$ cat config.mk
export PLATFORM = sky130hd
export DESIGN_NAME = expr_char_class
export DESIGN_NICKNAME = d
export VERILOG_FILES = /design/src/rtl/expr_pkg.sv /design/src/rtl/expr_char_class.sv
export SDC_FILE = /design/constraint.sdc
export NUM_CORES = 1
export LEC_CHECK = 0
export BUFFER_PORTS_ARGS = -buffer_cell sky130_fd_sc_hd__buf_2
export CAP_MARGIN = 20
export CORE_AREA = 2 2 39 41
export DETAILED_ROUTE_END_ITERATION = 8
export DIE_AREA = 0 0 41 43
export PLACE_DENSITY_LB_ADDON = 0.25
export REMOVE_ABC_BUFFERS = 1
export SLEW_MARGIN = 0
export SYNTH_ARGS = -nofsm -noshare
export SYNTH_HDL_FRONTEND = slang
export SYNTH_SLANG_ARGS = --single-unit
$ cat constraint.sdc
create_clock -name vclk -period 0.8
set_input_delay 0 -clock vclk [all_inputs]
set_output_delay 0 -clock vclk [all_outputs]
set_load 0.05 [all_outputs]
$ cat src/rtl/expr_pkg.sv
// Shared types and ASCII constants for the streaming arithmetic-expression checker.
package expr_pkg;

    typedef enum logic [1:0] {
        S_OPND  = 2'd0,
        S_NUM   = 2'd1,
        S_CLOSE = 2'd2,
        S_ERR   = 2'd3
    } state_t;

    typedef enum logic [2:0] {
        C_DIG = 3'd0,
        C_OP  = 3'd1,
        C_LP  = 3'd2,
        C_RP  = 3'd3,
        C_BAD = 3'd4
    } char_class_t;

    localparam logic [7:0] CH_0    = 8'h30;
    localparam logic [7:0] CH_9    = 8'h39;
    localparam logic [7:0] CH_PLUS = 8'h2B;
    localparam logic [7:0] CH_MUL  = 8'h2A;
    localparam logic [7:0] CH_SUB  = 8'h2D;
    localparam logic [7:0] CH_LP   = 8'h28;
    localparam logic [7:0] CH_RP   = 8'h29;

endpackage

$ cat src/rtl/expr_char_class.sv
// Combinational classifier: maps one ASCII character onto the token classes the checker FSM uses.
module expr_char_class
    import expr_pkg::*;
#(
    parameter int ALLOW_SUB = 1
) (
    input  logic [7:0]  in,
    output char_class_t char_cls
);

    always_comb begin
        char_cls = C_BAD;
        if (in >= CH_0 && in <= CH_9) begin
            char_cls = C_DIG;
        end else if (in == CH_PLUS || in == CH_MUL || (ALLOW_SUB != 0 && in == CH_SUB)) begin
            char_cls = C_OP;
        end else if (in == CH_LP) begin
            char_cls = C_LP;
        end else if (in == CH_RP) begin
            char_cls = C_RP;
        end
    end

endmodule

==> flow_summary.json <==
{
  "status": "completed",
  "finalInstanceArea_um2": 163,
  "portBuffers": 11,
  "die-area_mm2": 0.00176,
  "cp-startpoint": "in[7]",
  "n_fill_cell": 160,
  "drt-initial-drc-count": 0,
  "syn_area_um2": 73.8,
  "cp-end-kind": "primary output",
  "hold_class": "in2out",
  "post_cts.repair.setup_buffers": 0,
  "startpoint_type": "input port",
  "drt-total-wl_um": 334,
  "min_from": "in[1]",
  "crit_fanout": 2,
  "crit_type": "in2out",
  "gp_congestion": 0.576,
  "relSlewSlack": 0.834,
  "grt_pass1_wl_um": 427,
  "ys_warn_count": 0,
  "hold_path_end": "char_cls[0]",
  "worstPathRequired_ns": 0.80,
  "antenna_found_initial": 0,
  "coreArea_mm2": 0.00138,
  "multi_input_area_um2": 78.8,
  "finalNonFillerCells": 37,
  "finalSetupTns_ns": 0,
  "grt.total_usage": 0.0340,
  "pre_cts_ws_ns": -0.0598,
  "drive_gt1_frac": 0.714,
  "n_sequential_cell": 0,
  "setup_viol": 0,
  "p_leak_nw": 0.0809,
  "cts_hold_buf": 0,
  "hold_viol": 0,
  "finalCritPeriodShare": 0.934,
  "slowest_stage": "buf_6",
  "synthDistinctLibCells": 9,
  "drv_slew": 0,
  "synth_seq_area_share": 0,
  "syn-mean-instance-area_um2": 7.38,
  "grt_start_max_net_pins": 5,
  "fin_nets": 31,
  "synthesis.instances": 10,
  "drtAntennaViolNets": 0,
  "holdPathStages": 3,
  "place_inst": 37,
  "wire_per_inst_um": 9.03,
  "mostFrequentLayoutCells": "buf_2 (9), o21ai_0 (2)",
  "synth_area_leader_cell": "nand4b_2",
  "n_antenna_cell": 0,
  "clock_buffers": 0,
  "powerDensity_mw_per_mm2": 361,
  "num_rows": 14,
  "synth_top_area_frac": 0.203,
  "design_power_total_uw": 58.7,
  "worst_slew_pin_slew_ns": 0.250,
  "max_freq_ghz": 1.34,
  "vdd_drop_max_uv": 82.0,
  "vias": 119,
  "arrival_ns": 0.75,
  "grt_pass1_vias": 105,
  "dr.pass1.iters": 1,
  "setup_ws_ns": 0.0527,
  "layout_min_cycle_time_ns": 0.747,
  "vias_per_cell": 3.22,
  "syn2layout_area_growth_pct": 120,
  "slowest_delay_ns": 0.19,
  "final_core_util": 0.118,
  "cap_violations": 0,
  "synthTopCellsByArea": "nand4b_2 (20%), a211oi_2 (17%), o211a_1 (14%)",
  "die_h_um": 43,
  "whs_ns": 0.341,
  "start_util": 0.0533,
  "rsz0062_at_grt": "yes",
  "place_area_um2": 149,
  "remaining_drc_errors": 0,
  "overflow": 0,
  "crit_chain": "buf_2, nor2_2, nand4b_2, a211oi_2, buf_6",
  "ios": 11,
  "seqCellArea_um2": 0,
  "final_common_cell": "buf_2",
  "fp.dieW_um": 41
}
-- cell usage after synthesis --
master	number
nor2_1	1
o211a_1	1
nor2_2	1
a21oi_1	1
nor3_1	1
o21ai_0	2
nand4b_2	1
nand2b_1	1
a211oi_2	1
-- final cells by class --
type | count | area share
multi-input combinational | 10 | 0.485
tap | 16 | 0.123
timing repair buffer | 11 | 0.392
-- report_power, final --
| part | internal [mW] | switching, mW | total [mW] |
|---|---|---|---|
| clock | 0 | 0 | 0 |
| sequential | 0 | 0 | 0 |
| combinational | 0.0252 | 0.0335 | 0.0587 |
-- critical path: cells and delay by family --
family	cells	cell delay, ns
compound gates	1	0.18
simple gates	2	0.27
buf+inv	2	0.29
-- timing repair --
item                                    in CTS  in global routing
endpoints found under the setup margin       2                  2
resized for setup                            3                  1
pin swaps                                    0                  1
-- routing by layer --
layer / GRT usage / vias to the layer above / share of wire
met1: 0.0601 / 46 / 0.43
met2: 0.0344 / 11 / 0.34
met5: 0 / - / 0
met3: 0.0209 / 0 / 0.22
li1: - / 62 / -
met4: 0 / 0 / 0
-- worst max path at each step --
stage / to / cells past startpoint
final: char_cls[0] / 5
after global routing: char_cls[0] / 5
after CTS: char_cls[0] / 5
after detailed placement: char_cls[0] / 5
after global placement: char_cls[0] / 5
after floorplan: char_cls[1] / 3
-- logic make-up (layout without fill, tap and decap cells) --
logic type	after synthesis	after routing	share of synthesized area
AO/OA/AOI/OAI	5	5	0.508
AND/OR/NAND/NOR	5	5	0.491
buffers and inverters	0	11	0
Power figures use the tool's default switching activity.
